[src/rtl/elev_pkg.sv]
// Shared elevator definitions: run-mode codes, motion FSM state encoding,
// one-hot floor constants and a one-hot to binary floor helper.
package elev_pkg;

    localparam logic [1:0] UD_STOP = 2'b00;
    localparam logic [1:0] UD_UP   = 2'b01;
    localparam logic [1:0] UD_DOWN = 2'b10;

    localparam logic [3:0] FLOOR1 = 4'b0001;
    localparam logic [3:0] FLOOR2 = 4'b0010;
    localparam logic [3:0] FLOOR3 = 4'b0100;
    localparam logic [3:0] FLOOR4 = 4'b1000;

    typedef enum logic [1:0] {
        ST_IDLE      = 2'b00,
        ST_MOVE_UP   = 2'b01,
        ST_MOVE_DOWN = 2'b10,
        ST_DOOR      = 2'b11
    } state_t;

    function automatic logic [1:0] onehot_to_bin(input logic [3:0] oh);
        logic [1:0] bin;
        bin = 2'd0;
        case (oh)
            FLOOR2:  bin = 2'd1;
            FLOOR3:  bin = 2'd2;
            FLOOR4:  bin = 2'd3;
            default: bin = 2'd0;
        endcase
        return bin;
    endfunction

endpackage

[src/rtl/tick_counter.sv]
// 8-bit tick counter shared by travel and door timing; done flags the
// terminal value supplied by the owner of the counter.
module tick_counter (
    input  logic       clk,
    input  logic       rst_n,
    input  logic       clr,
    input  logic       en,
    input  logic [7:0] term,
    output logic [7:0] count,
    output logic       done
);

    // counter register: clear has priority over counting
    always_ff @(posedge clk or negedge rst_n) begin
        if (!rst_n) begin
            count <= 8'd0;
        end else if (clr) begin
            count <= 8'd0;
        end else if (en) begin
            count <= count + 8'd1;
        end else begin
            count <= count;
        end
    end

    assign done = (count == term);

endmodule

[src/rtl/motion_ctrl.sv]
// Elevator motion controller: travel, floor tracking and door timing.
// Define DOOR_HOLD_EN to let door_hold keep the door open while pressed.
module motion_ctrl
    import elev_pkg::*;
#(
    parameter int MOVE_TICKS = 64,
    parameter int DOOR_TICKS = 96
) (
    input  logic       clk,
    input  logic       rst_n,
    input  logic       up_need,
    input  logic       down_need,
    input  logic [3:0] all_req,
    input  logic       door_hold,
    output logic [3:0] position,
    output logic [1:0] ud_mode,
    output logic       door_open,
    output logic [1:0] floor_num
);

    localparam logic [7:0] MOVE_TERM = 8'(MOVE_TICKS - 1);
    localparam logic [7:0] DOOR_TERM = 8'(DOOR_TICKS - 1);

    state_t     state_r;
    logic [3:0] position_r;
    logic [1:0] ud_mode_r;
    logic       door_open_r;
    logic [1:0] floor_num_r;

    logic [7:0] count_s;
    logic [7:0] term_s;
    logic       done_s;
    logic       clr_s;
    logic       en_s;
    logic       hold_s;
    logic       arrive_s;
    logic       at_end_s;
    logic [3:0] nxt_pos_s;

`ifdef DOOR_HOLD_EN
    assign hold_s = door_hold;
`else
    logic unused_hold_s;
    assign hold_s        = 1'b0;
    assign unused_hold_s = door_hold;
`endif

    // A request for the floor we just reached only counts on the first travel cycle
    assign arrive_s  = (count_s == 8'd0) && ((all_req & position_r) != 4'b0000);
    assign at_end_s  = ((state_r == ST_MOVE_UP)   && (position_r == FLOOR4)) ||
                       ((state_r == ST_MOVE_DOWN) && (position_r == FLOOR1));
    assign nxt_pos_s = (state_r == ST_MOVE_DOWN) ? {1'b0, position_r[3:1]}
                                                 : {position_r[2:0], 1'b0};
    assign term_s    = (state_r == ST_DOOR) ? DOOR_TERM : MOVE_TERM;

    tick_counter u_tick (
        .clk   (clk),
        .rst_n (rst_n),
        .clr   (clr_s),
        .en    (en_s),
        .term  (term_s),
        .count (count_s),
        .done  (done_s)
    );

    // counter control: clear on every state change, floor shift or door hold
    always_comb begin
        clr_s = 1'b1;
        en_s  = 1'b0;
        case (state_r)
            ST_IDLE: begin
                clr_s = 1'b1;
                en_s  = 1'b0;
            end
            ST_MOVE_UP, ST_MOVE_DOWN: begin
                clr_s = arrive_s | at_end_s | done_s;
                en_s  = 1'b1;
            end
            ST_DOOR: begin
                clr_s = done_s | hold_s;
                en_s  = 1'b1;
            end
            default: begin
                clr_s = 1'b1;
                en_s  = 1'b0;
            end
        endcase
    end

    // motion FSM with registered position, mode, door and floor outputs
    always_ff @(posedge clk or negedge rst_n) begin
        if (!rst_n) begin
            state_r     <= ST_IDLE;
            position_r  <= FLOOR1;
            ud_mode_r   <= UD_STOP;
            door_open_r <= 1'b0;
            floor_num_r <= 2'd0;
        end else begin
            case (state_r)
                ST_IDLE: begin
                    if ((all_req & position_r) != 4'b0000) begin
                        state_r     <= ST_DOOR;
                        door_open_r <= 1'b1;
                        ud_mode_r   <= UD_STOP;
                    end else if (up_need) begin
                        state_r   <= ST_MOVE_UP;
                        ud_mode_r <= UD_UP;
                    end else if (down_need) begin
                        state_r   <= ST_MOVE_DOWN;
                        ud_mode_r <= UD_DOWN;
                    end else begin
                        state_r   <= ST_IDLE;
                        ud_mode_r <= UD_STOP;
                    end
                end
                ST_MOVE_UP, ST_MOVE_DOWN: begin
                    if (arrive_s) begin
                        state_r     <= ST_DOOR;
                        door_open_r <= 1'b1;
                        ud_mode_r   <= UD_STOP;
                    end else if (at_end_s || (done_s && (all_req == 4'b0000))) begin
                        state_r   <= ST_IDLE;
                        ud_mode_r <= UD_STOP;
                    end else if (done_s) begin
                        position_r  <= nxt_pos_s;
                        floor_num_r <= onehot_to_bin(nxt_pos_s);
                    end else begin
                        state_r <= state_r;
                    end
                end
                ST_DOOR: begin
                    if (done_s && !hold_s) begin
                        state_r     <= ST_IDLE;
                        door_open_r <= 1'b0;
                    end else begin
                        door_open_r <= 1'b1;
                    end
                end
                default: begin
                    state_r     <= ST_IDLE;
                    position_r  <= FLOOR1;
                    ud_mode_r   <= UD_STOP;
                    door_open_r <= 1'b0;
                    floor_num_r <= 2'd0;
                end
            endcase
        end
    end

    assign position  = position_r;
    assign ud_mode   = ud_mode_r;
    assign door_open = door_open_r;
    assign floor_num = floor_num_r;

endmodule

[config.mk]
export PLATFORM = sky130hd
export DESIGN_NAME = motion_ctrl
export DESIGN_NICKNAME = d
export VERILOG_FILES = /design/src/rtl/elev_pkg.sv /design/src/rtl/tick_counter.sv /design/src/rtl/motion_ctrl.sv
export SDC_FILE = /design/constraint.sdc
export NUM_CORES = 1
export LEC_CHECK = 0
export ABC_CLOCK_PERIOD_IN_PS = 2250
export CAP_MARGIN = 30
export CORE_MARGIN = 2
export CORE_UTILIZATION = 30
export DETAILED_ROUTE_END_ITERATION = 12
export MAX_ROUTING_LAYER = met4
export SLEW_MARGIN = 25
export SYNTH_ARGS = -nofsm -noshare
export SYNTH_HDL_FRONTEND = slang
export SYNTH_HIERARCHICAL = 1
export SYNTH_SLANG_ARGS = --single-unit
[constraint.sdc]
create_clock -name clk -period 2.25 [get_ports clk]
set_input_delay 0.225 -clock clk [delete_from_list [all_inputs] [get_ports clk]]
set_output_delay 0.225 -clock clk [all_outputs]
set_load 0.01 [all_outputs]
==> results of run 1 <==
==> placed cells by master, fill, tap and decap left out, types with 4 or more instances in the layout <==
master           count
a21oi_1              4
buf_4                6
clkdlybuf4s50_1     16
conb_1               6
dfrtp_1             18
ha_1                 4
inv_1                8
mux2i_1              6
nand2_1              5
nand4_1              8
nor2_1              11
o21ai_0             17
xnor2_1             10
==> flip-flops by register name, indices dropped and copies added (netlist names) <==
| name | flops |
|---|---|
| state_r | 2 |
| door_open | 1 |
| u_tick/count | 8 |
| position | 4 |
| floor_num | 2 |
| ud_mode | 2 |
==> worst max path at each step <==
| stage | slack [ps] | cells past startpoint | to |
|---|---|---|---|
| after floorplan | 240 | 8 | floor_num[0] |
| after global placement | 100 | 8 | u_tick/count[1] |
| after detailed placement | 60 | 6 | floor_num[0] |
| after CTS | 60 | 8 | u_tick/count[4] |
| after global routing | 20 | 9 | floor_num[0] |
| final | 160 | 9 | floor_num[0] |
==> power groups by stage <==
stage | Clock, mW | Combinational, mW | Sequential, mW
after floorplan | 0 | 0.00838 | 0.348
after global placement | 0 | 0.0305 | 0.348
after detailed placement | 0 | 0.0316 | 0.348
after CTS | 0.249 | 0.0318 | 0.341
after global routing | 0.264 | 0.0349 | 0.341
final | 0.240 | 0.0314 | 0.341
==> timing repair <==
action / 4_1_cts / 5_1_grt
endpoints found under the setup margin: 0 / 10
endpoints found under the hold margin: 0 / 0
resized for setup: 0 / 3
==> critical path, delay by kind of cell, from the launching register on <==
family | cells | cell delay (ps)
adders and majority gates | 1 | 230
DFF | 1 | 390
xor gates and xnor gates | 1 | 120
buffers and inverters | 2 | 220
and+or+nand+nor | 3 | 410
AOI/OAI and AO/OA | 2 | 630
==> per-stage QoR <==
step | hold slack [ps] | setup WS, ps
2_1_floorplan | -70.6 | 237
4_1_cts | 318 | 61.6
3_5_place_dp | 497 | 62.9
3_3_place_gp | 494 | 102
5_1_grt | 341 | 19.0
6_report | 309 | 165
==> cell families after synthesis <==
family	share of synthesized area, %
muxes	5.99
buffers and inverters	4.94
adders and majority gates	5.25
and+or+nand+nor	16.6
other	0.630
DFF	40.0
xor gates and xnor gates	9.56
AOI/OAI and AO/OA	17.0
==> layer usage <==
layer	GRT usage [%]	wire length, µm	vias to the layer above
met5	-	0	-
li1	-	-	505
met1	17.2	1300	468
met2	23.1	1260	19
met4	4.08	36	0
met3	3.21	97	4
==> cell type report <==
class / instances / area (µm²)
multi-input combinational: 102 / 673
fill: 396 / 2250
sequential: 19 / 477
clock inverter: 1 / 5.00
inverter: 8 / 30.0
clock buffer: 3 / 41.3
timing repair buffer: 22 / 205
tap: 48 / 60.1
==> results.json, run 1 <==
{
  "diodes": 0,
  "nNetsFinal": 170,
  "final_hold_viol_count": 0,
  "cp-start-kind": "flip-flop",
  "synth_flop_cell": "dfrtp_1",
  "post_cts_buffers": 0,
  "cts_sinks": 19,
  "yosys.area.top_type": "dfrtp_1",
  "clkSlewWorstSetupHoldPaths_ps": 80,
  "dp_hpwl_um": 2030,
  "powerDensity_nw_per_um2": 411,
  "synth.top_cells.by_count": "o21ai_0 (19), dfrtp_1 (18), nor2_1 (11), xnor2_1 (10)",
  "vias": 996,
  "power_switching_mw": 0.132,
  "slowest_stage": "a2111o_1",
  "max_freq_ghz": 0.480,
  "period_needed_ps": 2090,
  "cts-root-buf": "clkbuf_8",
  "power_frac_seq_pct": 55.7,
  "worst_r2r_endpoint": "floor_num[0]",
  "coreArea_um2": 3740,
  "cts_inserted_buffers": 3,
  "critPathCaptureType": "flip-flop",
  "portBuffers": 16,
  "power.internal_mw": 0.481,
  "via_per_inst": 4.91,
  "drtIter0Drc": 19,
  "p_leak_nw": 0.622,
  "cts_buffer_depth": 2,
  "pwr-share-clk_pct": 39.2,
  "dp_cells": 199,
  "critPathMaxFanout": 6,
  "r2r_cells": 9,
  "crit_start": "state_r[0]",
  "synth_most_common_cell": "o21ai_0",
  "ys_top_cells_by_area": "dfrtp_1 (38%), o21ai_0 (8.0%), xnor2_1 (7.4%)",
  "synth.avg_cell_area_um2": 9.16,
  "switching_share_pct": 21.5,
  "fin_util_pct": 39.8,
  "syn_to_final_growth_pct": 25.2,
  "worstMarginPinSlew_ps": 578,
  "rows": 22,
  "hold_buffers": 0,
  "synthDistinctLibCells": 35,
  "criticalPathCategory": "flip-flop to flip-flop",
  "grt_pass1_vias": 1058,
  "wirelength_um": 2690,
  "remaining_drc_errors": 0,
  "fin_crit_sh_pct": 92.7,
  "ir_drop_mv": 0.304,
  "grt_max_degree": 20,
  "run_status": "finished, final reports clean",
  "drv_cap": 0,
  "path_cells": "ha_2 -> inv_1 -> xnor2_1 -> nand4_1 -> nor2_1 -> buf_4 -> a2111o_1 -> or2_4 -> o31ai_1",
  "antenna_found_initial": 0,
  "start_util_pct": 31.8,
  "final.setup_skew_ps": 4.28,
  "yosysTopAreaCellShare_pct": 37.8,
  "htreeDepth": 1,
  "r2r-start": "state_r[0]",
  "setup_viol": 0,
  "syn_inst": 130,
  "grt_overflow": 0,
  "synth_seq_cells": 19,
  "cp.required_ps": 2420,
  "hp-class": "input pin to asynchronous set/reset pin",
  "syn_area_um2": 1190,
  "ys_warn_count": 6,
  "clock_latency_ps": 250,
  "cpPeakStageDelay_ps": 410,
  "rsz0062_at_grt": "false",
  "die_area_um2": 4490,
  "ys_seq_area_share_pct": 40.0,
  "place.gp.congestion": 0.816,
  "drive_above_1_share_pct": 9.68,
  "die_w_um": 67.0,
  "synth_edf_count": 0,
  "wl_per_cell_um": 13.2,
  "p_comb_share_pct": 5.1,
  "instances_no_fill": 203,
  "finalSetupTns_ps": 0,
  "grt_use_total_pct": 14.1,
  "rrSetupSlack_ps": 160,
  "place_area_um2": 1440,
  "ys_async_sr_fraction_pct": 100,
  "power_mw": 0.613,
  "worstPathArrival_ps": 2250,
  "slew-limit-headroom_pct": 61.2,
  "dr.pass1.iters": 4,
  "grt_pass1_wl_um": 4710,
  "pin_count": 18,
  "die_h_um": 67.0,
  "final_area_um2": 1490,
  "drv_slew": 0,
  "ant_nets": 0,
  "tritoncts": "done"
}
Power figures use the tool's default switching activity.
==> run 2: changes to the inputs <==
--- a/config.mk
+++ b/config.mk
@@ -5,12 +5,16 @@
 export SDC_FILE = /design/constraint.sdc
 export NUM_CORES = 1
 export LEC_CHECK = 0
+export ABC_AREA = 1
 export ABC_CLOCK_PERIOD_IN_PS = 2250
 export CAP_MARGIN = 30
+export CELL_PAD_IN_SITES_DETAIL_PLACEMENT = 1
+export CELL_PAD_IN_SITES_GLOBAL_PLACEMENT = 2
 export CORE_MARGIN = 2
 export CORE_UTILIZATION = 30
 export DETAILED_ROUTE_END_ITERATION = 12
 export MAX_ROUTING_LAYER = met4
+export PLACE_DENSITY_LB_ADDON = 0.1
 export SLEW_MARGIN = 25
 export SYNTH_ARGS = -nofsm -noshare
 export SYNTH_HDL_FRONTEND = slang
==> run 2 against run 1 <==
  * Maximum frequency shrank 0.39%
  * First-iteration DRC count grew 68%
  * Sequential power grew 25%
  * Setup slack lost 8.2 ps
  * Wire length grew 35%
  * Via count grew 32%
  * Critical path depth grew 6
  * Hold slack lost 9.6 ps
  * Die area grew 19%
  * Clock power grew 7%
  * Core utilization shrank 1.7 points
  * Critical path type unchanged
  * Largest power group is now combinational logic
==> results.json, run 2 <==
{
  "run_status": "finished, final reports clean",
  "crit_buf_inv": 4,
  "grt_max_degree": 20,
  "preCtsSetupSlack_ps": 15.3,
  "dp_cells": 280,
  "largest_register": "u_tick/count",
  "cts_buffer_depth": 2,
  "fill_cells": 601,
  "portBuffers": 16,
  "ys_async_sr_fraction_pct": 100,
  "final_hold_viol_count": 0,
  "drive_above_1_share_pct": 14.7,
  "finalSetupTns_ps": 0,
  "powerDensity_nw_per_um2": 760,
  "cp.required_ps": 2410,
  "syn_inst": 201,
  "synth_most_common_cell": "nand2_1",
  "ys_top_cells_by_area": "dfrtp_1 (31%), nand2_1 (14%), nor2_1 (7.6%)",
  "multiInputGateArea_um2": 856,
  "tritoncts": "done",
  "grt_pass1_vias": 1423,
  "synth_seq_cells": 19,
  "drv_slew": 0,
  "worst_slack_ps": 157,
  "drtIter0Drc": 32,
  "synthDistinctLibCells": 28,
  "crit_start": "state_r[0]",
  "r2r-start": "state_r[0]",
  "die_w_um": 73.2,
  "remaining_drc_errors": 0,
  "cts-root-buf": "clkbuf_8",
  "yosys.area.top_type": "dfrtp_1",
  "dp_hpwl_um": 2900,
  "grt_overflow": 0,
  "antenna_found_initial": 0,
  "pin_count": 18,
  "yosysTopAreaCellShare_pct": 31.4,
  "critPathCaptureType": "flip-flop",
  "cp_top_family": "simple AND/OR/NAND/NOR gates",
  "worst-path-stages": 15,
  "max_freq_ghz": 0.478,
  "mostFrequentLayoutCell": "nand2_1",
  "cp-start-kind": "flip-flop",
  "htreeDepth": 1,
  "hold_buffers": 0,
  "diodes": 0,
  "wl_per_cell_um": 12.7,
  "cpPeakStageDelay_ps": 390,
  "instances_no_fill": 285,
  "critPathMaxFanout": 5,
  "synth_edf_count": 0,
  "dr.pass1.iters": 4,
  "synth.avg_cell_area_um2": 7.15,
  "final-seq-area_um2": 477,
  "cts_sinks": 19,
  "ys_seq_area_share_pct": 33.2,
  "worstPathArrival_ps": 2250,
  "start_util_pct": 30.8,
  "clkSlewWorstSetupHoldPaths_ps": 90,
  "die_area_um2": 5360,
  "clock_latency_ps": 260,
  "slowest_stage": "dfrtp_1",
  "ant_nets": 0,
  "grt_use_total_pct": 15.6,
  "final_cell_mix": "nand2_1 (52), inv_1 (28), nor2_1 (28)",
  "grt_pass1_wl_um": 6350,
  "wirelength_um": 3610,
  "r2r_cells": 15,
  "nNetsFinal": 246,
  "rrSetupSlack_ps": 160,
  "coreArea_um2": 4660,
  "ir_drop_mv": 0.339,
  "syn_to_final_growth_pct": 23.8,
  "final.setup_skew_ps": 7.11,
  "hp-class": "input pin to asynchronous set/reset pin",
  "path_common_cell": "nand2_1",
  "rows": 25,
  "place.gp.congestion": 0.818,
  "fin_crit_sh_pct": 93.0,
  "worst_r2r_endpoint": "u_tick/count[5]",
  "die_h_um": 73.2,
  "synth.top_cells.by_count": "nand2_1 (52), nor2_1 (29), inv_1 (28), dfrtp_1 (18), nand3_1 (15)",
  "setup_viol": 0,
  "path_cells": "ha_1 -> inv_1 -> xor2_1 -> nor2_1 -> nand2_1 -> nor2_4 -> o21ai_1 -> nand4_1 -> buf_4 -> inv_4 -> nand2_1 -> nand4_1 -> nand2_1 -> inv_1 -> nor2_1",
  "synth_flop_cell": "dfrtp_1",
  "cts_inserted_buffers": 3,
  "p_leak_nw": 0.878,
  "drv_cap": 0,
  "setup.worst_path.end": "u_tick/count[5]",
  "criticalPathCategory": "flip-flop to flip-flop",
  "power_mw": 1.35,
  "period_needed_ps": 2090,
  "ys_warn_count": 6,
  "via_per_inst": 4.62,
  "largest_reg_flops": 8,
  "vias": 1317,
  "syn_area_um2": 1440
}
[run 2: final cells by class]
| type | count | area share [%] |
|---|---|---|
| Clock inverter | 1 | 0.281 |
| Inverter | 31 | 6.69 |
| Tap cell | 54 | 3.80 |
| Timing Repair Buffer | 23 | 12.0 |
| Multi-Input combinational cell | 154 | 48.1 |
| Sequential cell | 19 | 26.8 |
| Clock buffer | 3 | 2.32 |
[run 2: kinds of logic (layout without fill, tap and decap cells)]
| kind of cell | count (synthesis) | count (layout) | share of synthesized area [%] |
|---|---|---|---|
| and+or+nand+nor | 116 | 116 | 40.5 |
| buffers and inverters | 32 | 58 | 8.80 |
| AOI/OAI and AO/OA | 19 | 19 | 7.75 |
| DFF | 19 | 19 | 33.2 |
| xor gates and xnor gates | 8 | 8 | 4.88 |
| adders and majority gates | 5 | 5 | 4.36 |
| other | 2 | 6 | 0.523 |
[run 2: worst min-delay path by stage]
stage                  end  slack, ps       start
4_1_cts        position[3]        310       rst_n
6_report       position[3]        300       rst_n
5_1_grt        position[3]        310       rst_n
3_5_place_dp    ud_mode[0]        460  ud_mode[0]
3_3_place_gp    ud_mode[0]        450  ud_mode[0]
2_1_floorplan    door_open        -70       rst_n
[run 2: power breakdown]
part	internal, mW	switching (mW)
Sequential	0.389	0.0360
Clock	0.124	0.134
Combinational	0.273	0.395
Total	0.785	0.565
[run 2: per-stage QoR]
step | hold slack [ps] | util [%] | area [µm²]
after floorplan | -70.6 | - | 1450
after CTS | 314 | 37.9 | 1770
after global placement | 455 | 36.8 | 1720
after global routing | 310 | 38.1 | 1780
final | 299 | 38.1 | 1780
after detailed placement | 462 | 36.8 | 1720
[run 2: metal layers]
layer,vias to the layer above,part of all wire (%),GRT usage (%)
met5,-,0,-
met4,0,0.61,4.53
met3,2,1.9,2.07
met2,10,49,25.5
met1,626,48,20.1
li1,679,-,-
[run 2: timing repair]
action	in CTS	in global routing
setup buffers	0	1
gates resized for setup	1	2
pin swaps	0	1
endpoints found under the setup margin	2	5
